$ cat src/rtl/ps2_pkg.sv
// Shared types and constants for the PS/2 keyboard receiver and its event FIFO.
// Scan-code prefixes, common key codes, event record and frame FSM states.
package ps2_pkg;

    localparam logic [7:0] PS2_PREFIX_EXT = 8'hE0;
    localparam logic [7:0] PS2_PREFIX_BRK = 8'hF0;

    localparam logic [7:0] KEY_ENTER     = 8'h5A;
    localparam logic [7:0] KEY_SPACE     = 8'h29;
    localparam logic [7:0] KEY_BACKSPACE = 8'h66;
    localparam logic [7:0] KEY_LEFT      = 8'h6B;
    localparam logic [7:0] KEY_RIGHT     = 8'h74;

    typedef struct packed {
        logic       ext;
        logic       brk;
        logic [7:0] code;
    } ps2_evt_t;

    typedef enum logic [1:0] {
        IDLE,
        RECV,
        CHECK
    } ps2_state_t;

    // Frame is held LSB-first: [0] start, [8:1] data, [9] odd parity, [10] stop.
    function automatic logic frame_ok(input logic [10:0] frame);
        return !frame[0] && frame[10] && (^frame[9:1]);
    endfunction

endpackage

$ cat src/rtl/ps2_evt_fifo.sv
// First-word-fall-through FIFO of key events with occupancy, full and empty flags.
// The head entry reads as all-zero whenever the FIFO is empty.
module ps2_evt_fifo
    import ps2_pkg::*;
#(
    parameter int DEPTH = 8
) (
    input  logic                   clk,
    input  logic                   rst,
    input  logic                   push,
    input  ps2_evt_t               wr_evt,
    input  logic                   pop,
    output ps2_evt_t               rd_evt,
    output logic                   full,
    output logic                   empty,
    output logic [$clog2(DEPTH):0] count
);

    localparam int AW = $clog2(DEPTH);
    localparam logic [AW:0] FULL_CNT = (AW+1)'(DEPTH);

    ps2_evt_t      mem_q [DEPTH];
    logic [AW-1:0] wr_ptr_q, wr_ptr_d;
    logic [AW-1:0] rd_ptr_q, rd_ptr_d;
    logic [AW:0]   count_q, count_d;
    logic          do_push, do_pop;

    always_comb begin
        empty    = (count_q == '0);
        full     = (count_q == FULL_CNT);
        do_pop   = pop && !empty;
        // A pop frees the slot a simultaneous push needs, so full only blocks a lone push.
        do_push  = push && (!full || do_pop);
        wr_ptr_d = wr_ptr_q + AW'(do_push);
        rd_ptr_d = rd_ptr_q + AW'(do_pop);
        count_d  = count_q + (AW+1)'(do_push) - (AW+1)'(do_pop);
        rd_evt   = empty ? '0 : mem_q[rd_ptr_q];
    end

    always_ff @(posedge clk) begin
        if (rst) begin
            wr_ptr_q <= '0;
            rd_ptr_q <= '0;
            count_q  <= '0;
        end else begin
            wr_ptr_q <= wr_ptr_d;
            rd_ptr_q <= rd_ptr_d;
            count_q  <= count_d;
        end
    end

    // NOTE: the storage array has no reset; count and pointers alone decide which
    // entries are live, which keeps the array mappable onto plain RAM.
    always_ff @(posedge clk) begin
        if (do_push) begin
            mem_q[wr_ptr_q] <= wr_evt;
        end
    end

    assign count = count_q;

endmodule

$ cat src/rtl/ps2_rx_keyq.sv
// PS/2 keyboard receiver: synchronise, oversample and deglitch the lines, assemble
// and check 11-bit frames, fold E0/F0 prefixes into key events and queue them.
module ps2_rx_keyq
    import ps2_pkg::*;
#(
    parameter int CLK_DIV       = 250,
    parameter int TIMEOUT_TICKS = 4000,
    parameter int FILTER_LEN    = 4,
    parameter int FIFO_DEPTH    = 8
) (
    input  logic                        clk,
    input  logic                        rst,
    input  logic                        ps2_clk,
    input  logic                        ps2_data,
    output logic                        evt_valid,
    input  logic                        evt_ready,
    output logic [7:0]                  evt_code,
    output logic                        evt_break,
    output logic                        evt_ext,
    output logic                        frame_err,
    output logic                        overflow,
    output logic [$clog2(FIFO_DEPTH):0] fifo_count
);

    localparam int DIV_W = $clog2(CLK_DIV);
    localparam int GAP_W = $clog2(TIMEOUT_TICKS + 1);
    localparam logic [DIV_W-1:0] DIV_MAX = DIV_W'(CLK_DIV - 1);
    localparam logic [GAP_W-1:0] GAP_MAX = GAP_W'(TIMEOUT_TICKS);

    logic [1:0]            clk_sync_q, clk_sync_d;
    logic [1:0]            dat_sync_q, dat_sync_d;
    logic [DIV_W-1:0]      div_q, div_d;
    logic [FILTER_LEN-1:0] hist_q, hist_d;
    logic                  filt_q, filt_d;
    ps2_state_t            state_q, state_d;
    logic [3:0]            cnt_q, cnt_d;
    logic [10:0]           shift_q, shift_d;
    logic [GAP_W-1:0]      gap_q, gap_d;
    logic                  ext_q, ext_d;
    logic                  brk_q, brk_d;
    logic                  frame_err_q, frame_err_d;
    logic                  overflow_q, overflow_d;

    logic                  tick, fall;
    logic                  push, pop, fifo_full, fifo_empty;
    ps2_evt_t              push_evt, head_evt;

    // Front end: synchronisers, sample tick and clock deglitch filter.
    // NOTE: every combinational output gets a default before any branch, so no
    // path leaves a signal unassigned and no latch is inferred.
    always_comb begin
        clk_sync_d = {clk_sync_q[0], ps2_clk};
        dat_sync_d = {dat_sync_q[0], ps2_data};
        tick       = (div_q == DIV_MAX);
        div_d      = tick ? '0 : div_q + DIV_W'(1);
        hist_d     = hist_q;
        filt_d     = filt_q;
        if (tick) begin
            hist_d = {hist_q[FILTER_LEN-2:0], clk_sync_q[1]};
            if (&hist_d) begin
                filt_d = 1'b1;
            end else if (hist_d == '0) begin
                filt_d = 1'b0;
            end
        end
        fall = tick && filt_q && !filt_d;
    end

    // Frame assembly, checking and prefix decoding.
    always_comb begin
        state_d     = state_q;
        cnt_d       = cnt_q;
        shift_d     = shift_q;
        gap_d       = gap_q;
        ext_d       = ext_q;
        brk_d       = brk_q;
        frame_err_d = 1'b0;
        push        = 1'b0;
        push_evt    = '{ext: ext_q, brk: brk_q, code: shift_q[8:1]};
        unique case (state_q)
            IDLE: begin
                gap_d = '0;
                if (fall) begin
                    shift_d = {dat_sync_q[1], shift_q[10:1]};
                    cnt_d   = 4'd1;
                    state_d = RECV;
                end
            end
            RECV: begin
                if (gap_q == GAP_MAX) begin
                    frame_err_d = 1'b1;
                    ext_d       = 1'b0;
                    brk_d       = 1'b0;
                    cnt_d       = '0;
                    state_d     = IDLE;
                end else if (fall) begin
                    shift_d = {dat_sync_q[1], shift_q[10:1]};
                    cnt_d   = cnt_q + 4'd1;
                    gap_d   = '0;
                    if (cnt_q == 4'd10) begin
                        state_d = CHECK;
                    end
                end else if (tick) begin
                    gap_d = gap_q + GAP_W'(1);
                end
            end
            CHECK: begin
                state_d = IDLE;
                cnt_d   = '0;
                if (!frame_ok(shift_q)) begin
                    frame_err_d = 1'b1;
                    ext_d       = 1'b0;
                    brk_d       = 1'b0;
                end else if (shift_q[8:1] == PS2_PREFIX_EXT) begin
                    ext_d = 1'b1;
                end else if (shift_q[8:1] == PS2_PREFIX_BRK) begin
                    brk_d = 1'b1;
                end else begin
                    push  = 1'b1;
                    ext_d = 1'b0;
                    brk_d = 1'b0;
                end
            end
            default: state_d = IDLE;
        endcase
    end

    always_comb begin
        pop        = evt_valid && evt_ready;
        overflow_d = overflow_q || (push && fifo_full && !pop);
    end

    // NOTE: state registers use non-blocking assignments so every flop samples
    // its _d value from the same pre-edge snapshot, independent of block order.
    always_ff @(posedge clk) begin
        if (rst) begin
            clk_sync_q  <= 2'b11;
            dat_sync_q  <= 2'b11;
            div_q       <= '0;
            hist_q      <= '1;
            filt_q      <= 1'b1;
            state_q     <= IDLE;
            cnt_q       <= '0;
            shift_q     <= '0;
            gap_q       <= '0;
            ext_q       <= 1'b0;
            brk_q       <= 1'b0;
            frame_err_q <= 1'b0;
            overflow_q  <= 1'b0;
        end else begin
            clk_sync_q  <= clk_sync_d;
            dat_sync_q  <= dat_sync_d;
            div_q       <= div_d;
            hist_q      <= hist_d;
            filt_q      <= filt_d;
            state_q     <= state_d;
            cnt_q       <= cnt_d;
            shift_q     <= shift_d;
            gap_q       <= gap_d;
            ext_q       <= ext_d;
            brk_q       <= brk_d;
            frame_err_q <= frame_err_d;
            overflow_q  <= overflow_d;
        end
    end

    ps2_evt_fifo #(
        .DEPTH (FIFO_DEPTH)
    ) u_fifo (
        .clk    (clk),
        .rst    (rst),
        .push   (push),
        .wr_evt (push_evt),
        .pop    (pop),
        .rd_evt (head_evt),
        .full   (fifo_full),
        .empty  (fifo_empty),
        .count  (fifo_count)
    );

    assign evt_valid = !fifo_empty;
    assign evt_code  = head_evt.code;
    assign evt_break = head_evt.brk;
    assign evt_ext   = head_evt.ext;
    assign frame_err = frame_err_q;
    assign overflow  = overflow_q;

endmodule
$ cat config.mk
export PLATFORM = sky130hd
export DESIGN_NAME = ps2_rx_keyq
export DESIGN_NICKNAME = d
export VERILOG_FILES = /design/src/rtl/ps2_pkg.sv /design/src/rtl/ps2_evt_fifo.sv /design/src/rtl/ps2_rx_keyq.sv
export SDC_FILE = /design/constraint.sdc
export NUM_CORES = 1
export LEC_CHECK = 0
export CAP_MARGIN = 20
export CORE_AREA = 5 5 155 157
export CTS_CLUSTER_DIAMETER = 30
export DETAILED_ROUTE_END_ITERATION = 10
export DIE_AREA = 0 0 160 162
export PLACE_DENSITY = 0.5
export SLEW_MARGIN = 20
export SYNTH_ARGS = -nofsm -noshare
export SYNTH_HDL_FRONTEND = slang
export SYNTH_SLANG_ARGS = --single-unit
$ cat constraint.sdc
create_clock -name clk -period 3 [get_ports clk]
set_input_delay 0.75 -clock clk [delete_from_list [all_inputs] [get_ports clk]]
set_output_delay 0.75 -clock clk [all_outputs]
set_load 0.005 [all_outputs]
# After elaboration in Yosys (flattened, before gate mapping)

Memories as Yosys holds them, arrays and structs flattened. A register that Yosys moved wholly into a read port is not among the register bits.
Index checks and enable logic that the tools add are counted.

Muxes and demuxes: 39
Add/subtract/negate cells: 7
Divide/modulo/power cells: 0
Bitwise operators: 0
Shifts and indexed selects: 0
$mul: 0
Reduce and logical (&&, ||, !) cells: 31
Equal/unequal tests: 16
Order comparisons: 0

Operators with widths:

| cell                                                            | number |
|---|---|
| 12-bit 2-to-1 mux                                               | 3 |
| 8-bit equality test, second input constant                      | 3 |
| 12-bit case mux with 2 select lines                             | 1 |
| 11-bit 2-to-1 mux                                               | 2 |
| 11-bit case mux with 2 select lines                             | 1 |
| 1-bit 2-to-1 mux                                                | 18 |
| 3-bit AND reduction                                             | 5 |
| 12-bit by 1-bit adder with 12-bit output, second input constant | 1 |
| 12-bit equality test, second input constant                     | 1 |
| 4-bit 2-to-1 mux                                                | 3 |
| 3-bit inequality test, second input constant                    | 4 |
| 4-bit case mux with 3 select lines                              | 1 |
| 10-bit 2-to-1 mux                                               | 1 |
| 1-bit logical AND                                               | 9 |
| 9-bit XOR reduction                                             | 1 |
| 8-bit by 1-bit adder with 8-bit output, second input constant   | 1 |
| 4-bit equality test, second input constant                      | 2 |
| 4-bit zero test                                                 | 2 |
| 2-bit 2-to-1 mux                                                | 4 |
| 3-bit by 1-bit adder with 3-bit output                          | 2 |
| 2-bit inequality test, second input constant                    | 3 |
| 1-bit case mux with 2 select lines                              | 3 |
| 1-bit zero test                                                 | 5 |
| 4-bit by 1-bit adder with 4-bit output                          | 1 |
| 14 further kinds                                                | 16 |

Latch bits: 0
Bits in registers: 59
Input port bits: 5
Output and inout port bits: 17
Memory bits (writable): 80
Bits in read-only memories: 0
Word-level logic and storage cells: 110
Memories kept: 1

Memory list:

| name         | words | width | read ports | clocked after Yosys merged registers in | write ports | line               | RTL |
|---|---|---|---|---|---|---|---|
| u_fifo.mem_q | 8     | 10    | 1          | 1                                       | 1           | ps2_evt_fifo.sv:22 | `ps2_evt_t mem_q [DEPTH];` |

# Depth between registers and ports, before layout

Depth in word-level cells: 9
Mapped depth: 11
Mapped depth without buffers: 11

# By module

A second synthesis with hierarchy kept.

Cell total of the unflattened synthesis: 449
Area total of the unflattened synthesis: 6,020.8 µm²

By module, submodules not included:

| module       | seq. area each (µm²) | area an instance (µm²) | times used | cells each |
|---|---|---|---|---|
| ps2_evt_fifo | 2,602.5              | 3,599.7                | 1          | 182 |
| ps2_rx_keyq  | 980.9                | 2,421.1                | 1          | 267 |

# Worst setup path before layout

OpenSTA, ideal clock, no wires.

Path type: reg-to-reg
Start point: register shift_q[3]
End point: memory u_fifo.mem_q[0][0] (netlist bit) (enable)
Slack: 0.064 ns
Buffers on the path: 0
Required time: 2.610 ns
Setup time: 0.390 ns
Stages on the path, launching flop included: 8
Arrival time: 2.546 ns
Period minus slack after synthesis: 2.936 ns
Cell sequence: dfxtp_1 -> inv_1 -> ha_1 -> xnor3_1 -> xnor2_2 -> nor4_4 -> nand2b_2 -> nor3_1

Longest elaborated chain between the ends: 8
Elaborated cells on any way between the ends: 11
Classes of those cells: eq/ne (2); mux (6); reduce/logical (3)

RTL lines:

| what                                       | line               | RTL |
|---|---|---|
| start, declared                            | ps2_rx_keyq.sv:37  | `logic [10:0] shift_q, shift_d;` |
| start signal, assigned                     | ps2_rx_keyq.sv:158 | `shift_q <= shift_d;` |
| 8-bit equality test                        | ps2_rx_keyq.sv:116 | `end else if (shift_q[8:1] == PS2_PREFIX_BRK) begin` |
| 1-bit 2-to-1 mux                           | ps2_rx_keyq.sv:116 |  |
| 1-bit 2-to-1 mux                           | ps2_rx_keyq.sv:114 | `end else if (shift_q[8:1] == PS2_PREFIX_EXT) begin` |
| 1-bit 2-to-1 mux (*)                       | ps2_rx_keyq.sv:110 | `if (!frame_ok(shift_q)) begin` |
| 1-bit 2-to-1 mux (*)                       | ps2_rx_keyq.sv:80  | `unique case (state_q)` |
| 1-bit logical AND (*)                      | ps2_evt_fifo.sv:33 | `do_push = push && (!full \|\| do_pop);` |
| 1-bit 2-to-1 mux (*)                       | ps2_evt_fifo.sv:55 | `if (do_push) begin` |
| 1-bit 2-to-1 mux (not written as such) (*) | ps2_evt_fifo.sv:56 | `mem_q[wr_ptr_q] <= wr_evt;` |
| end, declared                              | ps2_evt_fifo.sv:22 |  |

Every way passes the cells marked *; elsewhere a longest branch is shown, timed or not.

==> summary.md <==
| Metric | Value |
|---|---|
| Status | `complete, no violations` |
| Worst R2R End | `u_fifo.mem_q[2][4]` |
| GPL Wtd Cong | `between 0.7 and 0.8` |
| DR vias | `about 3700` |
| # rows | `between 50 and 60` |
| Hold Buf Count CTS | `0` |
| Core Box Area | `22370 um2` |
| Worst ir drop on vdd | `roughly 360 uV` |
| Rel. slew slack | `between 60% and 70%` |
| Final period util | `between 90% and 100%` |
| Clk root buf | `clkbuf_16` |
| Worst reg2reg path depth | `9` |
| Most frequent cells in the layout | `80 x edfxtp_1, 58 x dfxtp_1, 49 x nor2_1, 30 x buf_4, 25 x ha_1` |
| Synth unique cells | `64` |
| Leak | `~2.7 nW` |
| Crit path buf inv count | `2` |
| Critical path's top delay family | `multiplexers` |
| Die width | `160 um` |
| Sequential area share after synthesis | `58.38%` |
| Critical Path Start | `u_fifo.rd_ptr_q[0]` |
| Most common cell after layout, fill and taps aside | `edfxtp_1` |
| Largest net degree at the start of global routing | `25` |
| WL per Instance | `~16 um` |
| Initial Util | `a little over a quarter` |
| Synth Area per Inst | `~13 um2` |
| Die area | `between 20000 and 30000 um2` |
| Final Hold Fails | `0` |
| Critical Path Stages | `5` |
| Worst Skew | `just under 0.005 ns` |
| DRC errors left | `0` |
| Tightest Pin Transition | `0.5409 ns` |
| Vias in the first global route | `3772` |
| Worst setup EP type | `primary output` |
| Flops & latches, synth | `approximately 140` |
| Vias per cell | `roughly 4.6` |
| CP arrival | `about 2.1 ns` |
| Ys async rst share | `0%` |
| IO Port Bufs | `21` |
| Total GRT Usage | `around a tenth` |
| Syn. warnings | `0` |
| Crit start category | `register` |
| Synthesized instance count | `about 460` |
| Longest Clk Path Bufs | `2` |
| Die height | `162 um` |
| Starting DRT DRC Count | `180` |
| Layout cells sized above 1 | `roughly a fifth` |
| R2r setup slk | `~0.48 ns` |
| Crit-path max FO | `9` |
| Total clock sinks | `roughly 140` |
| Delay of the slowest cell on the worst path | `between 0.5 and 0.6 ns` |
| Initial antenna violation count | `0` |
| Critical path, cell by cell | `buf_16 -> mux4_2 -> mux2i_1 -> nor2_1 -> clkdlybuf4s50_1` |
| P per Cell Area | `693.6 nW/um2` |
| Critical path class | `register to primary output` |
| Antenna-violating nets left | `0` |
| Area Overhead vs Synth | `21.26%` |
| Hpwl dp | `approximately 8800 um` |
| TritonCTS clock tree | `yes` |
| Clk slew on worst S/H paths | `0.06 ns` |
| Unrepaired setup endpoints after global routing | `no` |
| Final setup fails | `0` |
| Post-Route Utilization | `33.28%` |
| Fmax | `0.3507 GHz` |
| WHS Path Cells | `1` |
| Final non-filler cell area | `about 7400 um2` |
| First-pass DRT Iterations | `4` |
| Top-Level Pins | `22` |
| Worst setup path end | `evt_code[7]` |
| Cell area after synthesis | `about 6000 um2` |
| Skew-Pair Late Insertion Delay | `roughly 0.42 ns` |
| # diodes | `0` |
| First-pass GRT wire length | `20780 um` |
| Final nets | `between 500 and 600` |
| Setup tns final | `0 ns` |
| Final wirelength | `around 13000 um` |
| Hold WC Path Type | `register to register` |
| Slew Limit Fails | `0` |
| Max-cap violations | `0` |
| Placed Area | `just under 7000 um2` |
| Min Tclk post-route | `between 2 and 3 ns` |
| Total grt overflow | `0` |
| CP Data Required Time | `2.25 ns` |
| EDFF count, synth | `80` |
| TritonCTS Buffers | `17` |
| Post-synth net total | `488` |
| Most used DFF post-synth | `edfxtp_1` |
| H-tree depth | `4` |
| CP max-delay cell | `mux4_2` |
| R2r startpoint | `shift_q[3]` |
[stage by stage]
step / power [mW] / setup WS, ns / instances / hold WS [ns]
5_1_grt: 5.434 / 0.006440 / 810 / 0.4262
3_3_place_gp: 3.182 / 0.1724 / 770 / 0.3974
6_report: 5.163 / 0.1483 / 810 / 0.4067
3_5_place_dp: 3.206 / 0.1621 / 770 / 0.3988
2_1_floorplan: 2.723 / 0.06419 / 457 / 0.3895
4_1_cts: 5.194 / 0.04032 / 803 / 0.4097
[report_power, final]
group          switching (mW)  internal, mW  total (mW)  leakage, nW
registers              0.0426          2.04        2.08         1.23
logic                   0.468         0.654        1.12         1.18
clock network           0.818          1.14        1.96        0.260
total                    1.33          3.83        5.16         2.67
[logic make-up after synthesis]
kind of cell	count (synthesis)	synth area share, %
XOR/XNOR	17	2.772
flip-flops	139	58.38
adder cells (fa/ha/maj)	26	5.422
AND/OR/NAND/NOR	141	13.68
AO/OA/AOI/OAI	51	5.809
multiplexers	44	11.25
buffers and inverters	39	2.691
[sequential cells by signal (all words and copies together), names as in the netlist, 3 cells and up]
register         flops
cnt_q                4
div_q                8
gap_q               12
hist_q               3
shift_q             11
u_fifo.count         4
u_fifo.mem_q        80
u_fifo.rd_ptr_q      3
u_fifo.wr_ptr_q      3
[worst min path at each step]
stage / from / endpoint / slack [ns]
after global routing: dat_sync_q[0] / dat_sync_q[1] / 0.43
after detailed placement: clk_sync_q[0] / clk_sync_q[1] / 0.40
after global placement: clk_sync_q[0] / clk_sync_q[1] / 0.40
after CTS: clk_sync_q[0] / clk_sync_q[1] / 0.41
final: clk_sync_q[0] / clk_sync_q[1] / 0.41
after floorplan: clk_sync_q[0] / clk_sync_q[1] / 0.39
[worst reg2reg max path, stage by stage (launching register included)]
cell	delay [ns]
dfxtp_1	0.35
inv_1	0.05
ha_1	0.30
xnor3_1	0.38
xnor2_2	0.21
nor4_4	0.28
buf_4	0.18
nand2b_2	0.09
nor3b_2	0.18
buf_4	0.21
[final cells by class]
type	count	area, um2
Clock buffer	18	429.2
Inverter	22	82.58
Multi-Input combinational cell	279	2390
Timing Repair Buffer	53	475.5
Clock inverter	14	122.6
Sequential cell	139	3587
Fill cell	2198	14920
Tap cell	285	356.6
[routing by layer]
metal / GRT usage, % / wire length, um
met1: 12.55 / 5871
met2: 17.86 / 6584
met3: 3.527 / 472
met4: 3.285 / 155
met5: 0 / 0
[synth_stat cells (2+ instances only)]
library cell,instances,area [um2]
clkbuf_1,7,26.28
a21oi_1,16,80.08
inv_1,21,78.83
nor3b_2,4,50.05
nor4_4,2,42.54
dfxtp_1,59,1181
xnor2_1,7,61.31
buf_2,6,30.03
and3b_1,2,17.52
nor4_1,2,12.51
nor3_1,6,30.03
o21ai_0,11,55.05
ha_1,25,312.8
o2111ai_1,2,17.52
a32o_1,2,20.02
a21o_1,3,22.52
nand2b_1,5,31.28
buf_1,2,7.510
or3_1,5,31.28
o31ai_1,2,15.01
edfxtp_1,80,2402
nor2_1,49,183.9
and3_1,2,12.51
mux2i_1,24,240.2
or2_2,4,25.02
xor2_1,8,70.07
nor2b_1,9,56.30
nand2_1,17,63.81
and4_1,4,35.03
mux4_2,20,450.4
o211ai_1,3,22.52
nand4_1,5,31.28
nand3_1,11,55.05
nand3b_1,2,15.01
[repair_timing]
action                     in CTS  in global routing
gates resized for setup         9                  0
setup buffers                   0                  7
gates cloned                    1                  0
setup endpoints to repair       6                  2
Note: power is estimated with default switching activity, not from simulation.
